[src/rtl/div_pkg.sv]
// Shared definitions for the iterative restoring divider.
//   DIV_WIDTH    default operand/result width
//   div_op_e     RV64M divide/remainder operation encodings
//   div_state_e  sequencer states
package div_pkg;

    localparam int unsigned DIV_WIDTH = 64;

    typedef enum logic [1:0] {
        OP_DIV  = 2'b00,
        OP_DIVU = 2'b01,
        OP_REM  = 2'b10,
        OP_REMU = 2'b11
    } div_op_e;

    typedef enum logic [1:0] {
        S_IDLE,
        S_CALC,
        S_FIX,
        S_DONE
    } div_state_e;

endpackage

[src/rtl/sub64.sv]
// Trial subtractor for the restoring divider: diff = x - y, ripple borrow.
//   x, y    N-bit minuend / subtrahend
//   diff    N-bit difference (mod 2^N)
//   borrow  set when x < y (unsigned)
module sub64
    import div_pkg::*;
#(
    parameter int unsigned N = DIV_WIDTH + 1
) (
    input  logic [N-1:0] x,
    input  logic [N-1:0] y,
    output logic [N-1:0] diff,
    output logic         borrow
);

    logic [N:0] bw;

    assign bw[0] = 1'b0;

    for (genvar i = 0; i < N; i++) begin : g_bit
        logic p;
        assign p         = x[i] ^ y[i];
        assign diff[i]   = p ^ bw[i];
        assign bw[i+1]   = (~x[i] & y[i]) | (~p & bw[i]);
    end

    assign borrow = bw[N];

endmodule

[src/rtl/seq_divider64.sv]
// Iterative restoring divider for RV64M DIV/DIVU/REM/REMU, one quotient bit
// per cycle, MSB first.
//   clk, rst_n  clock (rising edge), asynchronous active-low reset
//   start       request, accepted only in IDLE or DONE
//   op          operation, sampled with start
//   a, b        dividend / divisor, sampled with start
//   busy        high while iterating (CALC) and sign-fixing (FIX)
//   done        one-cycle pulse; result valid in that cycle
//   result      quotient or remainder, held until the next accepted start
module seq_divider64
    import div_pkg::*;
#(
    parameter int unsigned WIDTH = DIV_WIDTH
) (
    input  logic             clk,
    input  logic             rst_n,
    input  logic             start,
    input  logic [1:0]       op,
    input  logic [WIDTH-1:0] a,
    input  logic [WIDTH-1:0] b,
    output logic             busy,
    output logic             done,
    output logic [WIDTH-1:0] result
);

    localparam int unsigned      CNT_W    = $clog2(WIDTH);
    localparam logic [CNT_W-1:0] CNT_LAST = CNT_W'(WIDTH - 1);
    localparam logic [WIDTH-1:0] INT_MIN  = {1'b1, {(WIDTH-1){1'b0}}};

    function automatic logic [WIDTH-1:0] negate(input logic [WIDTH-1:0] x);
        return ~x + WIDTH'(1);
    endfunction

    div_state_e       state, state_nxt;
    div_op_e          op_q;
    logic [WIDTH-1:0] dvd, dvs, rem;
    logic [CNT_W-1:0] cnt;
    logic             neg_q, neg_r;

    logic             accept, special;
    logic [WIDTH-1:0] special_res, fix_res;
    logic             in_signed, in_rem;
    logic [WIDTH:0]   trial_x, trial_y, diff;
    logic             borrow;
    logic             unused_bits;

    assign in_signed = ~op[0];
    assign in_rem    = op[1];

    // Shifted partial remainder keeps its top bit (WIDTH+1 wide) so large
    // unsigned divisors never lose the bit shifted out of rem.
    assign trial_x     = {rem, dvd[WIDTH-1]};
    assign trial_y     = {1'b0, dvs};
    assign unused_bits = diff[WIDTH] ^ trial_x[WIDTH];

    sub64 #(.N(WIDTH + 1)) u_sub (
        .x      (trial_x),
        .y      (trial_y),
        .diff   (diff),
        .borrow (borrow)
    );

    // Divide-by-zero and signed overflow bypass the iteration entirely.
    always_comb begin
        special     = 1'b0;
        special_res = '0;
        if (b == '0) begin
            special     = 1'b1;
            special_res = in_rem ? a : '1;
        end else if (in_signed && (a == INT_MIN) && (b == '1)) begin
            special     = 1'b1;
            special_res = in_rem ? '0 : a;
        end
    end

    always_comb begin
        state_nxt = state;
        accept    = 1'b0;
        case (state)
            S_IDLE, S_DONE: begin
                if (start) begin
                    accept    = 1'b1;
                    state_nxt = special ? S_DONE : S_CALC;
                end else begin
                    state_nxt = S_IDLE;
                end
            end
            S_CALC:  if (cnt == CNT_LAST) state_nxt = S_FIX;
            S_FIX:   state_nxt = S_DONE;
            default: state_nxt = S_IDLE;
        endcase
    end

    assign busy = (state == S_CALC) || (state == S_FIX);
    assign done = (state == S_DONE);

    always_comb begin
        fix_res = dvd;
        case (op_q)
            OP_DIV:  fix_res = neg_q ? negate(dvd) : dvd;
            OP_DIVU: fix_res = dvd;
            OP_REM:  fix_res = neg_r ? negate(rem) : rem;
            OP_REMU: fix_res = rem;
            default: fix_res = dvd;
        endcase
    end

    always_ff @(posedge clk or negedge rst_n) begin
        if (!rst_n) state <= S_IDLE;
        else        state <= state_nxt;
    end

    always_ff @(posedge clk or negedge rst_n) begin
        if (!rst_n) begin
            op_q  <= OP_DIV;
            dvd   <= '0;
            dvs   <= '0;
            rem   <= '0;
            cnt   <= '0;
            neg_q <= 1'b0;
            neg_r <= 1'b0;
        end else if (accept) begin
            op_q  <= div_op_e'(op);
            dvd   <= (in_signed && a[WIDTH-1]) ? negate(a) : a;
            dvs   <= (in_signed && b[WIDTH-1]) ? negate(b) : b;
            neg_q <= in_signed & (a[WIDTH-1] ^ b[WIDTH-1]);
            neg_r <= in_signed & a[WIDTH-1];
            rem   <= '0;
            cnt   <= '0;
        end else if (state == S_CALC) begin
            rem <= borrow ? trial_x[WIDTH-1:0] : diff[WIDTH-1:0];
            dvd <= {dvd[WIDTH-2:0], ~borrow};
            cnt <= cnt + CNT_W'(1);
        end
    end

    always_ff @(posedge clk or negedge rst_n) begin
        if (!rst_n)                 result <= '0;
        else if (accept && special) result <= special_res;
        else if (state == S_FIX)    result <= fix_res;
    end

endmodule

[config.mk]
export PLATFORM = sky130hd
export DESIGN_NAME = seq_divider64
export DESIGN_NICKNAME = d
export VERILOG_FILES = /design/src/rtl/div_pkg.sv /design/src/rtl/sub64.sv /design/src/rtl/seq_divider64.sv
export SDC_FILE = /design/constraint.sdc
export NUM_CORES = 1
export LEC_CHECK = 0
export CAP_MARGIN = 20
export CORE_UTILIZATION = 50
export CTS_CLUSTER_DIAMETER = 60
export DETAILED_ROUTE_END_ITERATION = 12
export PLACE_DENSITY_LB_ADDON = 0.12
export RECOVER_POWER = 25
export SYNTH_ARGS = -nofsm -noshare
export SYNTH_HDL_FRONTEND = slang
export SYNTH_SLANG_ARGS = --single-unit
[constraint.sdc]
create_clock -name clk -period 35.8 [get_ports clk]
set_input_delay 7.16 -clock clk [delete_from_list [all_inputs] [get_ports clk]]
set_output_delay 7.16 -clock clk [all_outputs]
set_load 0.01 [all_outputs]
==> impl_metrics.json, run 1 <==
{
  "outcome": "complete, but fails checks",
  "violations": "max-capacitance violations, max-slew violations",
  "min_from": "result[48]$_DFFE_PN0P_",
  "power_density_nw_per_um2": 91.6,
  "synth_edf_count": 0,
  "synthMuxAreaShare_pct": 3.17,
  "io_pins": 199,
  "swShare_pct": 46.9,
  "crit_path_frequent_cell": "fa_1",
  "via_count": 19300,
  "post-route-util_pct": 59.1,
  "drt-met1-wl_mm": 28.4,
  "start_util_pct": 50.8,
  "seq_power_share_pct": 29.5,
  "synth-xor-area-share_pct": 10.3,
  "vias_per_cell": 6.26,
  "ant_nets": 0,
  "cp-end-kind": "register",
  "fp.dieW_um": 203,
  "path_max_fanout": 64,
  "clockRootBuffer": "clkbuf_16",
  "drc": 0,
  "rsz0062_at_grt": "no",
  "synth_flop_cell": "dfrtp_1",
  "synth_cells": 2453,
  "grt_first_pass_wirelength_mm": 103,
  "overflow": 0,
  "vdd_drop_max_mv": 0.0449,
  "fillers": 3615,
  "synthSimpleGateAreaFrac_pct": 19.9,
  "syn_avg_cell_area_um2": 8.25,
  "cts_resized": 0,
  "fin_tns_setup_ns": 0,
  "area_delta_synth_final_pct": 16.4,
  "synth_top_cell_by_area": "dfrtp_1",
  "place_congestion": 0.944,
  "period_needed_ns": 27.62,
  "clock_skew_ns": 0.0194,
  "final_nets": 2743,
  "htreeDepth": 2,
  "power_mw": 2.15,
  "synth_top_area_share_pct": 33.2,
  "mostFrequentLayoutCells": "294 x nand2_1, 276 x o21ai_0, 267 x dfrtp_1",
  "dieArea_um2": 41300,
  "port-buffer-count": 198,
  "cpPeakStageDelay_ns": 0.57,
  "arrival_ns": 28.03,
  "clockBufferDepth": 3,
  "report.final.setup_viol": 0,
  "antenna_found_initial": 0,
  "cts_sinks": 268,
  "die_h_um": 203,
  "r2r_cells": 71,
  "yosys.area_share.adder_pct": 6.85,
  "timing.rr.start": "dvd[63]$_DFFE_PN0P_",
  "insertion_delay_ns": 0.53,
  "grt_max_degree": 122,
  "intPower_mw": 1.14,
  "whs_path_depth": 2,
  "holdBufCountCts": 0,
  "synth_seq_cells": 268,
  "synth_cell_types": 74,
  "drtIter0Drc": 1581,
  "synth_area_leaders": "dfrtp_1 33%, o21ai_0 6.8%, fa_1 6.2%",
  "timing.final.crit_share_pct": 77.1,
  "setup_ws_ns": 8.18,
  "synth-compound-area-share_pct": 21.4,
  "route.met2.wl_mm": 29.6,
  "crit_path_start": "dvd[63]$_DFFE_PN0P_",
  "clkTransAtPathRegs_ns": 0.06,
  "grt_pass1_vias": 18400,
  "worstSetupPathType": "reg -> reg",
  "grtUsageTotal_pct": 32.0,
  "dp_hpwl_mm": 47.7,
  "numCtsBuffers": 34,
  "drv_slew": 190,
  "max_cap_viol_count": 2,
  "timing.slew.headroom_pct": -335,
  "dpl_worst_slack_ns": 8.27,
  "clockPowerShare_pct": 16.0,
  "cts_tree": "yes",
  "finalHoldViolCount": 0,
  "power.switching_mw": 1.01,
  "synth_area_um2": 20200,
  "slowest_stage": "nor2_4",
  "p_comb_share_pct": 54.4,
  "final_cell_area_um2": 23500,
  "leakagePower_nw": 9.00,
  "drive_gt1_share_pct": 4.96,
  "worstMarginPinSlew_ns": 6.52,
  "dr_wl_met3_mm": 5.73,
  "rows": 73,
  "dpl_cell_area_um2": 22400,
  "wl_per_cell_um": 21.6,
  "required_ns": 36.21,
  "synth_fp_nets": 2659,
  "ys_seq_area_share_pct": 33.2,
  "routed.top_layer": "met4",
  "routed_wirelength_mm": 66.5,
  "critical_path_depth": 71,
  "synthArstFlopShare_pct": 100,
  "drtPass1Iterations": 8,
  "final_common_cell": "nand2_1",
  "min_path_type": "reg -> reg",
  "cts_setup_buffers": 0,
  "worst-path-buf-inv": 4,
  "crit_path_start_kind": "register",
  "crit_family": "adder cells",
  "ys.warnings.count": 0,
  "coreArea_um2": 39800,
  "max_freq_ghz": 0.0362,
  "synth_top_family_by_area": "compound AO/OA/AOI/OAI gates"
}
## stage by stage
step | hold WS (ns) | instances
detailed placement | 0.470 | 3023
CTS | 0.482 | 3080
global placement | 0.462 | 3022
floorplan | 0.450 | 2453
finish | 0.474 | 3084
global route | 0.495 | 3083
## path summary, 6_finish.rpt
kind                                          end  slack [ns]
setup reg to reg              rem[29]$_DFFE_PN0P_        8.18
hold / removal             result[48]$_DFFE_PN0P_        0.47
max in group asynchronous     dvs[39]$_DFFE_PN0P_       20.40
min in group asynchronous  result[53]$_DFFE_PN0P_        9.03
hold reg to reg            result[48]$_DFFE_PN0P_        0.47
setup / recovery              rem[29]$_DFFE_PN0P_        8.18
## power by group through the flow
stage                     Sequential [mW]  Clock [mW]  Combinational, mW
final                               0.636       0.346               1.17
after global routing                0.658       0.362               1.31
after CTS                           0.631       0.351               1.16
after detailed placement            0.636           0               1.15
after global placement              0.628           0               1.11
after floorplan                     0.586           0              0.813
## registers in the layout, indices dropped and copies added, names as in the netlist
register / count
neg_q: 1
neg_r: 1
cnt: 6
dvd: 64
result: 64
rem: 64
state: 2
op_q: 2
dvs: 64
## cell families after synthesis
family / count (synthesis)
muxes: 64
DFF: 268
AOI/OAI and AO/OA: 699
adders and majority gates: 73
xor gates and xnor gates: 237
and+or+nand+nor: 844
buffers and inverters: 268
## cells in the mapped netlist, drive strengths merged (16+ instances only)
library cell    n
xnor2         115
o21a           21
xor2          122
nor2b          16
a311oi         63
a31oi          40
nor2          231
buf            27
o41ai          19
fa             63
or4            28
nand2         294
or3            23
dfrtp         268
a21oi         122
nor4           59
o211ai         21
o31ai          38
clkbuf        155
nand4          47
o22ai          21
mux2i          63
o21ai         308
inv            84
nand3          29
nor3           60
## worst reg2reg max path, delay by kind of cell (launching register included)
family                     cells  cell delay (ns)
adders and majority gates     64            25.10
AOI/OAI and AO/OA              1             0.29
buffers and inverters          4             0.97
and+or+nand+nor                2             0.70
DFF                            1             0.45
## layer usage
layer	GRT usage (%)	up-vias
met3	5.31	172
met5	0	-
met1	44.4	9277
met4	13.7	0
li1	-	8903
met2	49.4	950
## area by class of cell
| type | count | area (um^2) | area share, % |
|---|---|---|---|
| Multi-Input combinational cell | 1917 | 12500 | 53.1 |
| Sequential cell | 268 | 6710 | 28.5 |
| Timing Repair Buffer | 230 | 2250 | 9.55 |
| Clock buffer | 44 | 960 | 4.08 |
| Tap cell | 525 | 657 | 2.79 |
| Inverter | 86 | 323 | 1.37 |
| Clock inverter | 13 | 151 | 0.643 |
| Antenna cell | 1 | 2.50 | 0.0106 |
No activity file was read; power rests on OpenSTA's default activity.
==> run 2, diff against run 1 <==
==> constraint.sdc (replaced) <==
create_clock -name clk -period 22.7 [get_ports clk]
set_input_delay 4.54 -clock clk [delete_from_list [all_inputs] [get_ports clk]]
set_output_delay 4.54 -clock clk [all_outputs]
set_load 0.01 [all_outputs]
==> run 2 against run 1 <==
  * The flow finishes with violations (max-capacitance violations, max-slew violations, negative setup slack)
  * Global-route usage shrank 1.0 points
  * Core utilization grew 0.63 points
  * Wire length shrank 2.8%
  * Final cell count rose by 0.26%
  * Combinational power increased by 65%
  * Sequential share of layout area fell by 0.30 points
  * Critical path type unchanged
==> impl_metrics.json, run 2 (same netlist as run 1, synthesis figures left out) <==
{
  "start_util_pct": 50.8,
  "grt_first_pass_wirelength_mm": 101,
  "min_path_type": "reg -> reg",
  "cts_tree": "yes",
  "holdBufCountCts": 0,
  "clkTransAtPathRegs_ns": 0.06,
  "numCtsBuffers": 31,
  "final_nets": 2749,
  "grt_max_degree": 169,
  "clock_skew_ns": 0.0128,
  "report.final.setup_viol": 65,
  "dpl_worst_slack_ns": -0.736,
  "timing.final.crit_share_pct": 104,
  "htreeDepth": 1,
  "final_cell_area_um2": 23800,
  "regArea_um2": 6710,
  "via_count": 19200,
  "arrival_ns": 23.94,
  "drive_gt1_share_pct": 8.30,
  "cpPeakStageDelay_ns": 0.39,
  "drv_slew": 271,
  "insertion_delay_ns": 0.60,
  "io_pins": 199,
  "rsz0062_at_grt": "yes",
  "final_common_cell": "nand2_1",
  "drtPass1Iterations": 6,
  "max_freq_ghz": 0.0425,
  "place_congestion": 0.953,
  "required_ns": 23.11,
  "dieArea_um2": 41300,
  "max_cap_viol_count": 2,
  "crit_path_start_kind": "register",
  "power_mw": 3.45,
  "clockBufferDepth": 3,
  "slowest_stage": "dfrtp_1",
  "area_delta_synth_final_pct": 17.6,
  "mostFrequentLayoutCells": "287 x nand2_1, 270 x o21ai_0, 267 x dfrtp_1",
  "path_max_fanout": 42,
  "post-route-util_pct": 59.7,
  "routed_wirelength_mm": 64.6,
  "power_density_nw_per_um2": 145,
  "drc": 0,
  "wl_per_cell_um": 20.9,
  "cp-end-kind": "register",
  "violations": "max-capacitance violations, max-slew violations, negative setup slack",
  "multiInputGateArea_um2": 12700,
  "drtIter0Drc": 1742,
  "crit_path_frequent_cell": "fa_2",
  "worstSetupPathType": "reg -> reg",
  "coreArea_um2": 39800,
  "period_needed_ns": 23.52,
  "fp.dieW_um": 203,
  "overflow": 0,
  "ant_nets": 0,
  "timing.slew.headroom_pct": -473,
  "clockRootBuffer": "clkbuf_16",
  "fillers": 3565,
  "grt_pass1_vias": 18000,
  "grtUsageTotal_pct": 31.0,
  "diodes": 0,
  "leakagePower_nw": 8.97,
  "antenna_found_initial": 2,
  "rows": 73,
  "worstMarginPinSlew_ns": 8.60,
  "setup_ws_ns": -0.825,
  "cts_sinks": 268,
  "dp_hpwl_mm": 46.4,
  "dpl_cell_area_um2": 22600,
  "outcome": "complete, but fails checks",
  "finalHoldViolCount": 0,
  "vias_per_cell": 6.20,
  "port-buffer-count": 198,
  "vdd_drop_max_mv": 0.0670,
  "die_h_um": 203
}
==> run 2: power breakdown <==
group	internal (mW)	total, mW	switching [mW]
clock	0.311	0.524	0.213
combinational	0.812	1.93	1.11
sequential	0.712	0.999	0.287
==> run 2: final cells by class <==
class,count,area share [%]
clock buffer,46,3.83
clock inverter,11,0.621
inverter,86,1.36
multi-input combinational,1917,53.5
sequential,268,28.2
tap,525,2.76
timing repair buffer,239,9.74
==> run 2: routing by layer <==
metal / track usage [%] / up-vias / share of wire [%]
met5: 0 / - / 0.045
met4: 11.2 / 4 / 3.3
met3: 5.13 / 126 / 8.9
met2: 46.5 / 882 / 43
met1: 44.9 / 9228 / 44
li1: - / 8936 / -
==> run 2: stage by stage <==
step	instances	setup TNS [ns]	hold slack, ns
after global placement	3030	-35.57	0.463
after floorplan	2453	-18.78	0.450
after CTS	3090	-45.74	0.480
final	3092	-49.83	0.476
after detailed placement	3030	-43.82	0.467
after global routing	3092	-83.43	0.498
==> run 2: worst paths after layout <==
path	from	to	slack, ns	cells after the start
max	dvd[63]$_DFFE_PN0P_	rem[28]$_DFFE_PN0P_	-0.82	69
min in group asynchronous	rst_n	result[48]$_DFFE_PN0P_	6.01	1
max in group asynchronous	rst_n	op_q[1]$_DFFE_PN0P_	5.81	2
max reg2reg	dvd[63]$_DFFE_PN0P_	rem[28]$_DFFE_PN0P_	-0.82	69
min	dvs[36]$_DFFE_PN0P_	dvs[36]$_DFFE_PN0P_	0.48	2
min reg2reg	dvs[36]$_DFFE_PN0P_	dvs[36]$_DFFE_PN0P_	0.48	2
==> run 2: timing repair <==
item,4_1_cts,5_1_grt
buffers inserted,2,0
hold endpoints to repair,0,0
resized for setup,12,16
cloned,1,0
endpoints found under the setup margin,65,65
pin swaps,3,5
==> run 2: worst max-delay path: cells and delay by family (launching register included) <==
| family | cells | cell delay (ns) |
|---|---|---|
| flip-flops | 1 | 0.39 |
| adder cells (fa/ha/maj) | 64 | 22.14 |
| buffers and inverters | 3 | 0.39 |
| AO/OA/AOI/OAI | 2 | 0.42 |
